[src/rtl/quad_pkg.sv]
// Step encodings and Gray-order helpers shared by the quadrature decoder.
package quad_pkg;

  localparam logic [1:0] STEP_NONE = 2'd0;
  localparam logic [1:0] STEP_INC  = 2'd1;
  localparam logic [1:0] STEP_DEC  = 2'd2;
  localparam logic [1:0] STEP_ERR  = 2'd3;

  // Position of {A,B} in the clockwise Gray order 00 -> 01 -> 11 -> 10.
  function automatic logic [1:0] gray_pos(input logic [1:0] ab);
    case (ab)
      2'b00:   return 2'd0;
      2'b01:   return 2'd1;
      2'b11:   return 2'd2;
      default: return 2'd3;
    endcase
  endfunction

  function automatic logic [1:0] step_of(input logic [1:0] prev, input logic [1:0] cur);
    logic [1:0] dpos;
    dpos = gray_pos(cur) - gray_pos(prev);
    if (prev == cur)
      return STEP_NONE;
    else if ((prev ^ cur) == 2'b11)
      return STEP_ERR;
    else if (dpos == 2'd1)
      return STEP_INC;
    else
      return STEP_DEC;
  endfunction

endpackage

[src/rtl/quad_filter.sv]
// One encoder phase: two-flop synchroniser followed by a persistence debounce.
module quad_filter #(
  parameter int FILTER_LEN = 4
) (
  input  logic Clock,
  input  logic Reset_n,
  input  logic Arm,
  input  logic In,
  output logic Filt
);

  localparam int CW = (FILTER_LEN > 1) ? $clog2(FILTER_LEN) : 1;
  localparam logic [CW-1:0] C_MAX = CW'(FILTER_LEN - 1);

  logic          s1;
  logic          s2;
  logic [CW-1:0] cnt;

  always_ff @(posedge Clock or negedge Reset_n) begin
    if (!Reset_n) begin
      s1   <= 1'b0;
      s2   <= 1'b0;
      Filt <= 1'b0;
      cnt  <= '0;
    end else begin
      s1 <= In;
      s2 <= s1;
      // During arming the filter follows the synchroniser directly.
      if (Arm) begin
        Filt <= s2;
        cnt  <= '0;
      end else if (s2 == Filt) begin
        cnt <= '0;
      end else if (cnt == C_MAX) begin
        Filt <= s2;
        cnt  <= '0;
      end else begin
        cnt <= cnt + 1'b1;
      end
    end
  end

endmodule

[src/rtl/quad_updown_gen.sv]
// Quadrature decoder: filtered A/B phases become one-cycle Up/Down detent strobes,
// with an Error strobe when both phases change in one filtered update.
module quad_updown_gen
  import quad_pkg::*;
#(
  parameter int FILTER_LEN = 4,
  parameter int DETENT     = 4
) (
  input  logic Clock,
  input  logic Reset_n,
  input  logic Enable,
  input  logic A,
  input  logic B,
  output logic Up,
  output logic Down,
  output logic Error
);

  localparam int ARM_INIT = 2 + FILTER_LEN;
  localparam int AW       = $clog2(ARM_INIT + 1);
  localparam logic signed [2:0] ACC_MAX = 3'(DETENT - 1);
  localparam logic signed [2:0] ACC_MIN = -ACC_MAX;

  logic [AW-1:0]      arm_cnt;
  logic               arm;
  logic               fa;
  logic               fb;
  logic [1:0]         f;
  logic [1:0]         fd;
  logic [1:0]         step;
  logic signed [2:0]  acc;

  assign arm  = (arm_cnt != '0);
  assign f    = {fa, fb};
  assign step = step_of(fd, f);

  quad_filter #(.FILTER_LEN(FILTER_LEN)) u_filt_a (
    .Clock   (Clock),
    .Reset_n (Reset_n),
    .Arm     (arm),
    .In      (A),
    .Filt    (fa)
  );

  quad_filter #(.FILTER_LEN(FILTER_LEN)) u_filt_b (
    .Clock   (Clock),
    .Reset_n (Reset_n),
    .Arm     (arm),
    .In      (B),
    .Filt    (fb)
  );

  always_ff @(posedge Clock or negedge Reset_n) begin
    if (!Reset_n) begin
      arm_cnt <= AW'(ARM_INIT);
      fd      <= 2'b00;
      acc     <= '0;
      Up      <= 1'b0;
      Down    <= 1'b0;
      Error   <= 1'b0;
    end else begin
      fd    <= f;
      Up    <= 1'b0;
      Down  <= 1'b0;
      Error <= 1'b0;
      // Arming lets F/Fd settle on the resting encoder position without decoding.
      if (arm) begin
        arm_cnt <= arm_cnt - 1'b1;
        acc     <= '0;
      end else begin
        case (step)
          STEP_ERR: begin
            Error <= 1'b1;
            acc   <= '0;
          end
          STEP_INC: begin
            if (!Enable) begin
              acc <= '0;
            end else if (acc == ACC_MAX) begin
              Up  <= 1'b1;
              acc <= '0;
            end else begin
              acc <= acc + 3'sd1;
            end
          end
          STEP_DEC: begin
            if (!Enable) begin
              acc <= '0;
            end else if (acc == ACC_MIN) begin
              Down <= 1'b1;
              acc  <= '0;
            end else begin
              acc <= acc - 3'sd1;
            end
          end
          default: begin
            if (!Enable) acc <= '0;
          end
        endcase
      end
    end
  end

endmodule
[config.mk]
export PLATFORM = sky130hd
export DESIGN_NAME = quad_updown_gen
export DESIGN_NICKNAME = d
export VERILOG_FILES = /design/src/rtl/quad_pkg.sv /design/src/rtl/quad_filter.sv /design/src/rtl/quad_updown_gen.sv
export SDC_FILE = /design/constraint.sdc
export NUM_CORES = 1
export LEC_CHECK = 0
export BUFFER_PORTS_ARGS = -buffer_cell sky130_fd_sc_hd__buf_2
export CAP_MARGIN = 20
export CORE_MARGIN = 3
export CORE_UTILIZATION = 43
export DETAILED_ROUTE_END_ITERATION = 8
export SYNTH_ARGS = -nofsm -noshare
export SYNTH_HDL_FRONTEND = slang
export SYNTH_SLANG_ARGS = --single-unit
[constraint.sdc]
create_clock -name Clock -period 2.9 [get_ports Clock]
set_clock_uncertainty 0.2 [all_clocks]
set_input_delay 0.58 -clock Clock [delete_from_list [all_inputs] [get_ports Clock]]
set_output_delay 0.58 -clock Clock [all_outputs]
set_load 0.01 [all_outputs]
==> results of run 1 <==
## final timing paths
kind                              from          end  slack (ns)
max                              fd[1]       acc[0]        0.05
min reg2reg                u_filt_b.s1  u_filt_b.s2        0.16
max reg2reg                      fd[1]       acc[0]        0.05
min                            Reset_n           Up        0.01
max in group asynchronous      Reset_n   arm_cnt[2]        2.14
min in group Clock         u_filt_b.s1  u_filt_b.s2        0.16
## state kept, by name (all words and copies together) (netlist names)
register,flops
Up,1
arm_cnt,3
u_filt_b.s1,1
Error,1
u_filt_b.s2,1
u_filt_a.Filt,1
u_filt_a.s2,1
u_filt_a.s1,1
Down,1
fd,2
u_filt_a.cnt,2
u_filt_b.cnt,2
u_filt_b.Filt,1
acc,3
## kinds of logic (layout without fill, tap and decap cells)
group / Yosys count / in the layout
flip-flops: 21 / 21
multiplexers: 4 / 4
AO/OA/AOI/OAI: 13 / 13
buffers and inverters: 10 / 26
adder cells (fa/ha/maj): 15 / 15
XOR/XNOR: 6 / 6
AND/OR/NAND/NOR: 28 / 28
## stage by stage
| step | setup TNS [ns] | cell area (µm²) | utilization, % | cells | hold WS, ns |
|---|---|---|---|---|---|
| 6_report | 0 | 1300 | 57.1 | 141 | 0.0138 |
| 4_1_cts | 0 | 1220 | 53.8 | 140 | 0.0165 |
| 3_3_place_gp | 0 | 1170 | 51.5 | 136 | 0.133 |
| 2_1_floorplan | 0 | 1070 | - | 97 | 0.0844 |
| 3_5_place_dp | -0.0659 | 1170 | 51.5 | 136 | 0.137 |
| 5_1_grt | -0.0662 | 1300 | 57.1 | 141 | 0.0139 |
## metal layers
metal | routed length [µm] | share of wire (%)
met1 | 847 | 47
met2 | 899 | 50
met3 | 34 | 1.9
met4 | 12 | 0.67
met5 | 0 | 0
## cells in the final DEF (no fill, tap or decap), drive strengths merged, types with 2 or more instances in the layout
cell type and count:
inv 9, a21oi 6, mux2 2, dfstp 2
mux2i 2, dfrtp 19, nor3b 2, xor2 2
o21ai 2, nand2 2, nor4 2, nand3 3
buf 13, clkbuf 4, xnor2 4, ha 14
nor3 2, nor2 11
## cell type report
| class | count | area (µm²) |
|---|---|---|
| Inverter | 9 | 33.8 |
| Sequential cell | 21 | 528 |
| Tap cell | 28 | 35.0 |
| Timing Repair Buffer | 13 | 83.8 |
| Fill cell | 191 | 976 |
| Clock buffer | 4 | 26.3 |
| Multi-Input combinational cell | 66 | 593 |
## worst max-delay path, stage by stage (launching register included)
cell     delay, ns
dfrtp_1       0.44
ha_4          0.28
inv_1         0.06
ha_4          0.16
xnor2_2       0.13
mux2i_1       0.27
buf_4         0.17
a21o_1        0.15
ha_4          0.22
or4_4         0.54
a21oi_2       0.15
## what timing repair did
| action | CTS | global route |
|---|---|---|
| buffers inserted | 0 | 1 |
| gates resized for setup | 6 | 11 |
| setup endpoints to repair | 1 | 2 |
| pin swaps | 2 | 6 |
==> metrics.yaml, run 1 <==
global_route:
  grt_busiest_layer: "met1"
  overflow: 0
  antenna_found_initial: 0
  met3_usage_pct: 1.39
  grt_max_degree: 22
  grt_usage_pct: 11.1
  grt_pass1_vias: 597
  grt_util_met1_pct: 16.1
  grt.met2_usage_pct: 15.4
  grt_pass1_wl_mm: 2.64
setup_path:
  critPathKind: "register to register"
  crit_fanout: 3
  r2r_cells: 10
  cp.arrival_ns: 2.88
  end_kind: "register"
  required_ns: 2.93
  startpoint_type: "register"
placement:
  dpl.hpwl_mm: 1.24
  place_congestion: 0.670
  portBuffers: 7
  pre_cts_slack_ns: -0.0659
synthesis:
  yosys.area.top_type: "dfrtp_1"
  muxShareOfSynthArea_pct: 3.98
  ys_warn_count: 0
  yosysMostFrequentCell: "dfrtp_1"
  synth_area_leaders: "dfrtp_1 44%, ha_1 16%, dfstp_2 4.9%"
  async_flop_share_pct: 100
  synthSimpleGateAreaFrac_pct: 13.5
  synthAdderAreaFrac_pct: 17.3
  yosysSeqAreaShare_pct: 49.4
  yosysUniqueCellTypes: 29
  synth_nets: 116
  avgSynthCellArea_um2: 11.0
  synthXorXnorAreaFrac_pct: 4.92
  synth_compound_area_share_pct: 7.26
  yosys_register_bits: 21
  synthCells: 97
  netlist_area_um2: 1070
  synth_edf_count: 0
  synth_top_cell_area_share_pct: 44.5
  synth-main-ff-cell: "dfrtp_1"
  synth_top_family_by_area: "adder cells"
  synth_top_cells_by_count: "19 x dfrtp_1, 14 x ha_1, 11 x nor2_1"
sta:
  period_needed_ns: 2.85
  worstMarginPinSlew_ns: 0.457
  hold_viol: 0
  max_freq_mhz: 351
  period_share_pct: 98.3
  max_slew_margin_pct: 69.6
  setup_viol: 0
  slew_viol_final: 0
  fin_ws_ns: 0.0502
detailed_routing:
  drt_wl_total_mm: 1.79
  dr.pass1.iters: 4
  first_iter_violations: 4
  vias: 710
  vias_per_cell: 5.04
  drc: 0
  final_antenna_net_count: 0
  post_drt_wl_per_cell_um: 12.7
clock_network:
  max-clock-path-buffers: 2
  cts_tree: "yes"
  insertion_delay_ns: 0.30
  cts_buffers: 3
  cts_hold_buffers: 0
  cts_htree_levels: 1
  cts_root_buf: "clkbuf_4"
  clock-sinks: 21
  path_clk_slew_ns: 0.11
floorplan:
  die_area_um2: 3120
  ios: 8
  dieWidth_um: 55.9
  start_util_pct: 46.9
  core_um2: 2280
  rows: 17
  die_y_um: 55.9
cells_and_area:
  drive_gt1_share_pct: 31.9
  nNetsFinal: 133
  area_growth_pct: 21.7
  diodes: 0
status:
  outcome: "completed"
min_path:
  hold_path_class: "input pin to async pin"
flow_run:
  max-cap-violations: 0
Power of run 1 is not shown: default switching activity piles up to over one toggle a cycle in this logic, so the estimate is an artifact.
==> run 2: changes to the inputs <==
--- a/config.mk
+++ b/config.mk
@@ -8,7 +8,7 @@
 export BUFFER_PORTS_ARGS = -buffer_cell sky130_fd_sc_hd__buf_2
 export CAP_MARGIN = 20
 export CORE_MARGIN = 3
-export CORE_UTILIZATION = 43
+export CORE_UTILIZATION = 35
 export DETAILED_ROUTE_END_ITERATION = 8
 export SYNTH_ARGS = -nofsm -noshare
 export SYNTH_HDL_FRONTEND = slang
==> metrics.yaml, run 2 (same netlist as run 1, synthesis figures left out) <==
cells_and_area:
  layout_common_cells: "19 x dfrtp_1, 10 x nor2_1, 10 x ha_1"
  n_fill_cell: 256  # +34%
  nNetsFinal: 133  # unchanged
  mostFrequentLayoutCell: "dfrtp_1"
  seqCellArea_um2: 528  # unchanged
  final_util_pct: 45.7  # -11 points
  top_regs: "acc x3, arm_cnt x3"
  multi_input_area_um2: 582  # -1.9%
  diodes: 0  # unchanged
  area_growth_pct: 21.1
  drive_gt1_share_pct: 33.6  # +1.8 points
clock_network:
  cts_buffers: 3  # unchanged
  insertion_delay_ns: 0.30  # about the same
  cts_tree: "yes"
  clock-sinks: 21  # unchanged
  path_clk_slew_ns: 0.11  # about the same
  cts_root_buf: "clkbuf_4"
  cts_hold_buffers: 0  # unchanged
  cts_htree_levels: 1  # unchanged
  max-clock-path-buffers: 2  # unchanged
floorplan:
  ios: 8  # unchanged
  die_area_um2: 3750  # +20%
  start_util_pct: 37.8  # -9.2 points
  rows: 19  # +2
  dieWidth_um: 61.3  # +9.7%
  die_y_um: 61.3  # +9.7%
  core_um2: 2830  # +24%
setup_path:
  cp_slowest_stage_delay_ns: 0.53  # about the same
  crit_buf_inv: 1  # -1
  startpoint_type: "register"
  crit_fanout: 3  # unchanged
  crit_family: "adder cells"
  worstPathCellList: "ha_1 > inv_2 > ha_4 > nor3_4 > mux2i_2 > maj3_1 > ha_4 > or4_4 > a21oi_2"
  end_kind: "register"
  required_ns: 2.93  # about the same
  crit_top_cell: "ha_4"
  critPathKind: "register to register"
  cpMaxStageDelayCell: "or4_4"
  cp.arrival_ns: 2.85  # -0.03 ns
global_route:
  antenna_found_initial: 0  # unchanged
  grt_max_degree: 22  # unchanged
  grt_pass1_vias: 686  # +15%
  overflow: 0  # unchanged
  grt_pass1_wl_mm: 2.93  # +11%
  grt_usage_pct: 10.5  # -0.58 points
detailed_routing:
  vias: 728  # +2.5%
  vias_per_cell: 5.06  # +0.40%
  drc: 0  # unchanged
  post_drt_wl_per_cell_um: 11.5  # -9.2%
  drt_wl_total_mm: 1.66  # -7.3%
  final_antenna_net_count: 0  # unchanged
  dr.pass1.iters: 4  # unchanged
  first_iter_violations: 18  # +14
sta:
  max_freq_mhz: 355  # +1.1%
  period_share_pct: 97.2  # -1.1 points
  period_needed_ns: 2.82  # -0.0318 ns
  setup_viol: 0  # unchanged
  max_slew_margin_pct: 69.8  # +0.22 points
  slew_viol_final: 0  # unchanged
  worstMarginPinSlew_ns: 0.453  # -0.00330 ns
  hold_viol: 0  # unchanged
placement:
  place_congestion: 0.707  # +5.5%
  portBuffers: 7  # unchanged
  dpl.hpwl_mm: 1.25  # +0.47%
status:
  outcome: "completed"
min_path:
  hold_path_class: "input pin to async pin"
flow_run:
  max-cap-violations: 0  # unchanged
[run 2: metal layers]
metal  global-route usage (%)  routed length (µm)  vias up
met5                        0                   0        -
met4                     1.86                   0        0
met3                     4.40                  75        0
met2                     18.6                 886       11
met1                     11.9                 702      359
li1                         -                   -      358
[run 2: what timing repair did]
| action | CTS | global route |
|---|---|---|
| buffers inserted | 0 | 1 |
| endpoints found under the setup margin | 1 | 1 |
| pin swaps | 1 | 7 |
| gates resized for setup | 3 | 15 |
[run 2: final cells by class]
| cell class | instances | area share (%) |
|---|---|---|
| Tap cell | 31 | 3.00 |
| Timing Repair Buffer | 13 | 6.48 |
| Sequential cell | 21 | 40.8 |
| Inverter | 9 | 2.61 |
| Multi-Input combinational cell | 66 | 45.0 |
| Clock buffer | 3 | 1.74 |
| Clock inverter | 1 | 0.387 |
[run 2: stage by stage]
step	instances	setup TNS (ns)	area, µm²	hold WS (ns)	setup WS (ns)
after floorplan	97	0	1070	0.0844	0.00631
after global placement	139	0	1170	0.132	0.0953
after detailed placement	139	0	1170	0.135	0.0160
after CTS	143	0	1220	0.0160	0.00418
after global routing	144	-0.0235	1290	0.0148	-0.0235
final	144	0	1290	0.0103	0.0820
[run 2: final timing paths]
check | start | end | slack (ns) | cells past startpoint
max reg2reg | fd[1] | acc[0] | 0.08 | 9
max in group asynchronous | Reset_n | arm_cnt[2] | 2.15 | 1
min in group Clock | u_filt_b.s1 | u_filt_b.s2 | 0.16 | 0
min reg2reg | u_filt_b.s1 | u_filt_b.s2 | 0.16 | 0
max | fd[1] | acc[0] | 0.08 | 9
min | Reset_n | u_filt_b.Filt | 0.01 | 1
Power of run 2 is left out for the same reason.
